$ cat src/rtl/mem_stage_if.sv
// Data-memory request/done bus between the memory stage and the data memory.
interface mem_stage_if;
    logic        mem_req;
    logic        mem_wr;
    logic [15:0] mem_addr;
    logic [15:0] mem_wdata;
    logic        mem_done;
    logic [15:0] mem_rdata;

    modport master (
        output mem_req, mem_wr, mem_addr, mem_wdata,
        input  mem_done, mem_rdata
    );

    modport slave (
        input  mem_req, mem_wr, mem_addr, mem_wdata,
        output mem_done, mem_rdata
    );
endinterface

$ cat src/rtl/mem_stage.sv
// Memory stage: issues at most one data-memory access per XM instruction,
// stalls upstream while it is outstanding and registers the MW pipe outputs.
//
// state   | meaning
// --------+-------------------------------------------------------------
// ST_IDLE | no access outstanding; ALU/link/special ops complete here
// ST_WAIT | request issued, waiting for mem_done or the timeout
module mem_stage #(
    parameter int TIMEOUT = 64
) (
    input  logic        clk,
    input  logic        rst,
    input  logic        XM_valid,
    input  logic [15:0] XM_aluOut,
    input  logic [15:0] XM_writeData,
    input  logic [15:0] XM_pc_inc,
    input  logic [15:0] XM_specOps,
    input  logic        XM_memRead,
    input  logic        XM_memWrite,
    input  logic [1:0]  XM_regSrc,
    input  logic        XM_regWrite,
    input  logic [2:0]  XM_writeReg,
    input  logic        XM_halt,
    mem_stage_if.master bus,
    output logic        mem_busy,
    output logic        MW_valid,
    output logic        MW_regWrite,
    output logic        MW_halt,
    output logic        MW_err,
    output logic [15:0] MW_wbData,
    output logic [2:0]  MW_writeReg,
    output logic        halted
);
    // Counter only needs to reach TIMEOUT-1; the last WAIT cycle is the compare cycle.
    localparam int            CW = (TIMEOUT > 0) ? $clog2(TIMEOUT + 1) : 1;
    localparam logic [CW-1:0] TC = CW'(TIMEOUT - 1);

    typedef enum logic {ST_IDLE, ST_WAIT} state_t;

    state_t        state;
    logic [CW-1:0] cnt;
    logic          wr_q;
    logic [15:0]   addr_q;
    logic [15:0]   wdata_q;

    logic          access;
    logic          misaligned;
    logic          issue;
    logic          timeout;
    logic [15:0]   wb_sel;

    assign access     = XM_valid & (XM_memRead | XM_memWrite) & ~halted;
    assign misaligned = XM_aluOut[0];
    assign issue      = (state == ST_IDLE) & access & ~misaligned;
    assign timeout    = (TIMEOUT != 0) && (state == ST_WAIT) && (cnt == TC);

    // Writeback value selection; mem_rdata is only meaningful while mem_done is high.
    always_comb begin
        wb_sel = XM_aluOut;
        case (XM_regSrc)
            2'b00:   wb_sel = XM_aluOut;
            2'b01:   wb_sel = bus.mem_rdata;
            2'b10:   wb_sel = XM_pc_inc;
            default: wb_sel = XM_specOps;
        endcase
    end

    // Request is a strobe in the issue cycle; address/data hold their issued values in WAIT.
    assign bus.mem_req   = issue;
    assign bus.mem_wr    = (state == ST_WAIT) ? wr_q    : (issue & XM_memWrite);
    assign bus.mem_addr  = (state == ST_WAIT) ? addr_q  : (issue ? XM_aluOut    : 16'h0000);
    assign bus.mem_wdata = (state == ST_WAIT) ? wdata_q : (issue ? XM_writeData : 16'h0000);

    // Upstream advances in the cycle that mem_done or the timeout arrives.
    assign mem_busy = issue | ((state == ST_WAIT) & ~bus.mem_done & ~timeout);

    // Access FSM, timeout counter and registered MW outputs.
    always_ff @(posedge clk or negedge rst) begin
        if (!rst) begin
            state       <= ST_IDLE;
            cnt         <= '0;
            wr_q        <= 1'b0;
            addr_q      <= 16'h0000;
            wdata_q     <= 16'h0000;
            MW_valid    <= 1'b0;
            MW_regWrite <= 1'b0;
            MW_halt     <= 1'b0;
            MW_err      <= 1'b0;
            MW_wbData   <= 16'h0000;
            MW_writeReg <= 3'd0;
            halted      <= 1'b0;
        end else begin
            MW_valid    <= 1'b0;
            MW_regWrite <= 1'b0;
            MW_halt     <= 1'b0;
            MW_err      <= 1'b0;
            if (MW_halt) begin
                halted <= 1'b1;
            end
            case (state)
                ST_IDLE: begin
                    if (access) begin
                        if (misaligned) begin
                            MW_valid <= 1'b1;
                            MW_err   <= 1'b1;
                        end else begin
                            state   <= ST_WAIT;
                            cnt     <= '0;
                            wr_q    <= XM_memWrite;
                            addr_q  <= XM_aluOut;
                            wdata_q <= XM_writeData;
                        end
                    end else if (XM_valid && !halted) begin
                        MW_valid    <= 1'b1;
                        MW_regWrite <= XM_regWrite;
                        MW_halt     <= XM_halt;
                        MW_wbData   <= wb_sel;
                        MW_writeReg <= XM_writeReg;
                    end
                end
                ST_WAIT: begin
                    cnt <= cnt + 1'b1;
                    if (bus.mem_done) begin
                        state       <= ST_IDLE;
                        MW_valid    <= 1'b1;
                        MW_regWrite <= XM_regWrite & ~wr_q;
                        MW_wbData   <= wb_sel;
                        MW_writeReg <= XM_writeReg;
                    end else if (timeout) begin
                        state    <= ST_IDLE;
                        MW_valid <= 1'b1;
                        MW_err   <= 1'b1;
                    end
                end
                default: state <= ST_IDLE;
            endcase
        end
    end
endmodule

$ cat src/flat_wrapper.sv
// flat-port wrapper written by rule: the top's interface ports become plain ports
module mem_stage_flat 
#(
    parameter int TIMEOUT = 64
)
  (clk, rst, XM_valid, XM_aluOut, XM_writeData, XM_pc_inc, XM_specOps, XM_memRead, XM_memWrite, XM_regSrc, XM_regWrite, XM_writeReg, XM_halt, mem_busy, MW_valid, MW_regWrite, MW_halt, MW_err, MW_wbData, MW_writeReg, halted, bus_mem_req, bus_mem_wr, bus_mem_addr, bus_mem_wdata, bus_mem_done, bus_mem_rdata);
  mem_stage_if bus_i ();
  input  logic clk;
  input  logic rst;
  input  logic XM_valid;
  input  logic [15:0] XM_aluOut;
  input  logic [15:0] XM_writeData;
  input  logic [15:0] XM_pc_inc;
  input  logic [15:0] XM_specOps;
  input  logic XM_memRead;
  input  logic XM_memWrite;
  input  logic [1:0] XM_regSrc;
  input  logic XM_regWrite;
  input  logic [2:0] XM_writeReg;
  input  logic XM_halt;
  output logic mem_busy;
  output logic MW_valid;
  output logic MW_regWrite;
  output logic MW_halt;
  output logic MW_err;
  output logic [15:0] MW_wbData;
  output logic [2:0] MW_writeReg;
  output logic halted;
  output wire logic [$bits(bus_i.mem_req)-1:0] bus_mem_req;
  output wire logic [$bits(bus_i.mem_wr)-1:0] bus_mem_wr;
  output wire logic [$bits(bus_i.mem_addr)-1:0] bus_mem_addr;
  output wire logic [$bits(bus_i.mem_wdata)-1:0] bus_mem_wdata;
  input wire logic [$bits(bus_i.mem_done)-1:0] bus_mem_done;
  input wire logic [$bits(bus_i.mem_rdata)-1:0] bus_mem_rdata;
  assign bus_mem_req = bus_i.mem_req;
  assign bus_mem_wr = bus_i.mem_wr;
  assign bus_mem_addr = bus_i.mem_addr;
  assign bus_mem_wdata = bus_i.mem_wdata;
  assign bus_i.mem_done = bus_mem_done;
  assign bus_i.mem_rdata = bus_mem_rdata;
  mem_stage #(.TIMEOUT(TIMEOUT)) u_core (.clk(clk), .rst(rst), .XM_valid(XM_valid), .XM_aluOut(XM_aluOut), .XM_writeData(XM_writeData), .XM_pc_inc(XM_pc_inc), .XM_specOps(XM_specOps), .XM_memRead(XM_memRead), .XM_memWrite(XM_memWrite), .XM_regSrc(XM_regSrc), .XM_regWrite(XM_regWrite), .XM_writeReg(XM_writeReg), .XM_halt(XM_halt), .bus(bus_i), .mem_busy(mem_busy), .MW_valid(MW_valid), .MW_regWrite(MW_regWrite), .MW_halt(MW_halt), .MW_err(MW_err), .MW_wbData(MW_wbData), .MW_writeReg(MW_writeReg), .halted(halted));
endmodule
$ cat config.mk
export PLATFORM = sky130hd
export DESIGN_NAME = mem_stage_flat
export DESIGN_NICKNAME = d
export VERILOG_FILES = /design/src/rtl/mem_stage_if.sv /design/src/rtl/mem_stage.sv /design/src/flat_wrapper.sv
export SDC_FILE = /design/constraint.sdc
export NUM_CORES = 1
export LEC_CHECK = 0
export ABC_AREA = 0
export BUFFER_PORTS_ARGS = -buffer_cell sky130_fd_sc_hd__buf_2
export CAP_MARGIN = 20
export CORE_UTILIZATION = 42
export DETAILED_ROUTE_END_ITERATION = 16
export PLACE_DENSITY = 0.77
export RECOVER_POWER = 50
export SLEW_MARGIN = 40
export SYNTH_ARGS = -nofsm -noshare
export SYNTH_HDL_FRONTEND = slang
export SYNTH_SLANG_ARGS = --single-unit
$ cat constraint.sdc
create_clock -name clk -period 1.7 [get_ports clk]
set_input_delay 0.255 -clock clk [delete_from_list [all_inputs] [get_ports clk]]
set_output_delay 0.255 -clock clk [all_outputs]
set_load 0.005 [all_outputs]
Yosys cells after proc, flatten, opt, wreduce, memory -nomap -nowiden. Cells that the tools add are included.

Output and inout bits: 59. Input port bits: 93. Flip-flop bits (word level): 64.

Add/subtract/negate cells: 1. Reduce and logical (&&, ||, !) cells: 7. Bitwise gates (word level): 16. Mux-type cells: 38. Equal/unequal tests: 8.

Operator list (number): two-way mux 16 bit (7); one-hot mux 16 bit (3 select lines) (1); one-hot mux 16 bit (2 select lines) (1); two-way mux 1 bit (18); two-way mux 7 bit (2); one-hot mux 7 bit (2 select lines) (1); two-way mux 3 bit (3); bitwise AND 1 bit (8); inequality test 2 bit (second input constant) (4); one-hot mux 1 bit (2 select lines) (4); adder 7 x 1 -> 7 bit (second input constant) (1); == test 7 x 6 -> 1 bit (second input constant) (1); inverter 1 bit (6); one-hot mux 3 bit (2 select lines) (1); AND reduction 3 bit (2); == test 2 x 1 -> 1 bit (second input constant) (1); == test 2 bit (second input constant) (1); logical AND 1 bit (2); logical NOT 2 bit (1); inequality test 2 x 1 -> 1 bit (second input constant) (1); OR 1 bit (2); AND reduction 2 bit (1); logical NOT 1 bit (1).

Longest topological paths before layout.
Depth after elaboration: 7. Mapped depth: 6.

Worst setup path after synthesis. Ideal clock, no wire load.

Path type: register to register. Start: reg u_core.state. End: reg u_core.addr_q[10]. Path slack: 0.001 ns. Arrival: 1.572 ns. Cell stages (with the launch flop): 7. Required time: 1.573 ns. Cells stage by stage: dfrtp_1 buf_2 or3b_4 nor2_4 buf_6 buf_6 mux2_1.

Longest elaborated chain between the ends: 2.

RTL lines: start: declaration (line mem_stage.sv:40) `state_t state;`; start signal: assignment (line mem_stage.sv:80) `state <= ST_IDLE;`; start signal: assignment (line mem_stage.sv:107) `state <= ST_WAIT;`; start signal: assignment (line mem_stage.sv:124) `state <= ST_IDLE;`; inverter 1 bit (no line); AND reduction 3 bit (no line); end signal: assignment (line mem_stage.sv:110) `addr_q <= XM_aluOut;`; end: declaration (line mem_stage.sv:43) `logic [15:0] addr_q;`.

No other way between the ends. A chain may end at the register's enable or synchronous reset.

Worst setup path in the final report.
Start: reg u_core.halted. End: out bus_mem_wr.

Longest elaborated chain between the ends: 6.

RTL lines: start: declaration (line mem_stage.sv:32) `output logic halted`; start signal: assignment (line mem_stage.sv:91) `halted <= 1'b0;`; start signal: assignment (line mem_stage.sv:98) `halted <= 1'b1;`; inverter 1 bit (line mem_stage.sv:52) `assign access = XM_valid & (XM_memRead | XM_memWrite) & ~halted;`; bitwise AND 1 bit (line mem_stage.sv:52); bitwise AND 1 bit (2 in series) (line mem_stage.sv:54) `assign issue = (state == ST_IDLE) & access & ~misaligned;`; bitwise AND 1 bit (line mem_stage.sv:70) `assign bus.mem_wr = (state == ST_WAIT) ? wr_q : (issue & XM_memWrite);`; two-way mux 1 bit (line mem_stage.sv:70); end: declaration (line flat_wrapper.sv:30) `output wire logic [$bits(bus_i.mem_wr)-1:0] bus_mem_wr;`.

No other way between the ends.

==> flow_metrics.env <==
export IMPL_fin_ws_ns=-0.337
export IMPL_dpl_hpwl_um=5590
export IMPL_yosysSeqAreaShare_pct=49.4
export IMPL_dpl_cell_count=469
export IMPL_required_ns=1.44
export IMPL_power_density_nw_per_um2=1240
export IMPL_endpoint_kind="output pin"
export IMPL_drive_above_1_share_pct=62.9
export IMPL_hold_end="u_core.MW_regWrite$_DFF_PN0_"
export IMPL_syn_area_per_cell_um2=14.4
export IMPL_wl_per_cell_um=16.1
export IMPL_ys_ff_latch=64
export IMPL_peakVddDrop_mv=0.553
export IMPL_via_per_inst=5.40
export IMPL_synth_nets=319
export IMPL_min_path_type="in2reg"
export IMPL_grt_pass1_vias=2725
export IMPL_n_antenna_cell=0
export IMPL_core_rowCount=31
export IMPL_crit_type="reg2out"
export IMPL_layout_common_cells="150 x buf_2, 64 x dfrtp_1, 37 x a22o_1"
export IMPL_r2r_cells=6
export IMPL_cts_max_path_buffers=2
export IMPL_maxCapViolations=0
export IMPL_dp_worst_setup_slack_ns=-0.0351
export IMPL_drc_errors=0
export IMPL_setup_worst_path_start_class="register"
export IMPL_critical_path_max_fanout=12
export IMPL_drv_slew=0
export IMPL_yosysWarnings=0
export IMPL_cts_root_buf="clkbuf_8"
export IMPL_placed_area_um2=4190
export IMPL_drt_first_pass_iters=4
export IMPL_crit_chain="or3b_4 -> nor2_4 -> buf_4 -> buf_12 -> a22o_1 -> buf_2"
export IMPL_setup_tns_ns=-14.24
export IMPL_finalCritPeriodShare_pct=120
export IMPL_finClkSkew_ns=0.00804
export IMPL_crit_arrival_ns=1.78
export IMPL_final_common_cell="buf_2"
export IMPL_die_x_um=89.8
export IMPL_htree_levels=3
export IMPL_final_area_um2=4600
export IMPL_grt_start_max_net_pins=65
export IMPL_final_hold_violation_count=0
export IMPL_p_leak_nw=2.24
export IMPL_dieArea_um2=8070
export IMPL_start_util_pct=44.0
export IMPL_clock_latency_ns=0.33
export IMPL_fin_hold_ws_ns=0.126
export IMPL_netlist_area_um2=3240
export IMPL_grt_overflow_total=0
export IMPL_antenna_found_initial=0
export IMPL_core_area_um2=7370
export IMPL_numCtsBuffers=9
export IMPL_cts_tree="yes"
export IMPL_finalNonFillerCells=501
export IMPL_pin_count=152
export IMPL_synth_ff_type="dfrtp_1"
export IMPL_rrSetupSlack_ns=-0.20
export IMPL_routed_wl_um=8060
export IMPL_synth_edf_count=0
export IMPL_violations="setup timing"
export IMPL_ys_async_sr_fraction_pct=100
export IMPL_fin_util_pct=62.4
export IMPL_die_y_um=89.8
export IMPL_worstReg2RegEnd="u_core.addr_q[6]$_DFFE_PN0P_"
export IMPL_area_growth_syn_to_layout_pct=41.9
export IMPL_hp_start="XM_regWrite"
export IMPL_max_freq_ghz=0.491
export IMPL_grt_pass1_wl_um=13100
export IMPL_drtIter0Drc=93
export IMPL_cts_sinks=64
export IMPL_clk_pin_slew_ns=0.07
export IMPL_finalSetupViolCount=62
export IMPL_ant_nets=0
export IMPL_min_path_cells=3
export IMPL_gp_congestion=0.749
export IMPL_critPathMaxStageDelay_ns=0.42
export IMPL_period_minus_slack_ns=2.04
export IMPL_synth_cell_types=33
export IMPL_tightest_slew_ns=0.872
export IMPL_final_net_count=492
export IMPL_synthCells=225
export IMPL_totalPowerFinal_mw=5.69
export IMPL_via_count=2707
export IMPL_rsz0062_at_grt="yes"
export IMPL_slew_headroom_pct=41.8
export IMPL_portBuffers=150
export IMPL_timing_rr_start="u_core.halted$_DFFE_PN0P_"
export IMPL_worst_path_max_delay_cell="or3b_4"
export IMPL_outcome="finished, violations left"
export IMPL_grt_util_all_layers_pct=20.7
==> how the worst max path moves through the flow <==
| stage | from | to | cells past startpoint |
|---|---|---|---|
| final | u_core.halted$_DFFE_PN0P_ | bus_mem_wr | 6 |
| after global routing | u_core.halted$_DFFE_PN0P_ | bus_mem_wdata[11] | 6 |
| after CTS | u_core.halted$_DFFE_PN0P_ | bus_mem_wr | 6 |
| after detailed placement | u_core.halted$_DFFE_PN0P_ | bus_mem_wr | 5 |
| after global placement | u_core.halted$_DFFE_PN0P_ | bus_mem_wr | 5 |
| after floorplan | u_core.state$_DFF_PN0_ | u_core.addr_q[10]$_DFFE_PN0P_ | 6 |
==> layer usage <==
metal,wire [µm],vias to the layer above,share of wire [%],global-route usage [%]
met1,3290,1353,41,25.0
met5,0,-,0,0
li1,-,1224,-,-
met3,518,12,6.4,5.08
met2,4130,118,51,35.3
met4,121,0,1.5,8.47
==> cell usage after synthesis, types with 2 or more instances <==
cell | number | area, µm²
dfrtp_1 | 64 | 1600
a22o_1 | 37 | 324
mux2_2 | 35 | 394
mux2_1 | 17 | 191
mux4_2 | 16 | 360
buf_4 | 6 | 45.0
nand2_1 | 6 | 22.5
buf_2 | 4 | 20.0
clkbuf_1 | 4 | 15.0
buf_6 | 3 | 33.8
nand3_1 | 3 | 15.0
o22ai_1 | 3 | 18.8
o31ai_1 | 3 | 22.5
inv_1 | 2 | 7.51
nor2_1 | 2 | 7.51
o221ai_1 | 2 | 17.5
xnor2_1 | 2 | 17.5
==> report_power, final <==
group	internal [mW]	switching, mW	leakage (nW)
Combinational	1.13	0.696	1.36
Clock	0.785	0.561	0.108
Sequential	2.16	0.353	0.771
Total	4.08	1.61	2.24
==> sequential cells by signal, indices dropped and copies added (netlist names) <==
register / count
u_core.MW_wbData: 16
u_core.cnt: 7
u_core.wdata_q: 16
u_core.addr_q: 15
u_core.MW_regWrite: 1
u_core.state: 1
u_core.halted: 1
u_core.wr_q: 1
u_core.MW_err: 1
u_core.MW_valid: 1
u_core.MW_halt: 1
u_core.MW_writeReg: 3
==> worst max-delay path: cells and delay by family, from the launching register on <==
| kind | cells | cell delay [ns] |
|---|---|---|
| buffers and inverters | 3 | 0.38 |
| flip-flops | 1 | 0.38 |
| AO/OA/AOI/OAI | 1 | 0.14 |
| AND/OR/NAND/NOR | 2 | 0.55 |
==> kinds of logic after synthesis <==
kind of cell | after synthesis | synth area share, %
AO/OA/AOI/OAI | 49 | 13.0
XOR/XNOR | 3 | 0.811
adder cells (fa/ha/maj) | 1 | 0.386
buffers and inverters | 21 | 4.01
flip-flops | 64 | 49.4
multiplexers | 68 | 29.2
other | 1 | 0.116
AND/OR/NAND/NOR | 18 | 3.09
==> layout make-up <==
cell class | instances | area [µm²]
clock buffers | 12 | 165
clock inverters | 3 | 40.0
fillers | 585 | 2770
inverters | 2 | 7.51
multi-input cells | 140 | 1540
flip-flops and latches | 64 | 1600
well taps | 99 | 124
repair buffers | 181 | 1120
==> repair_timing <==
item                       in CTS  in global routing
setup endpoints to repair      34                 66
hold endpoints to repair       64                  0
gates resized for setup        10                  2
setup buffers                  13                  2
pin swaps                       1                  2
hold buffers                    1                  0
cloned                          3                  0
No activity file was read; power rests on OpenSTA's default activity.
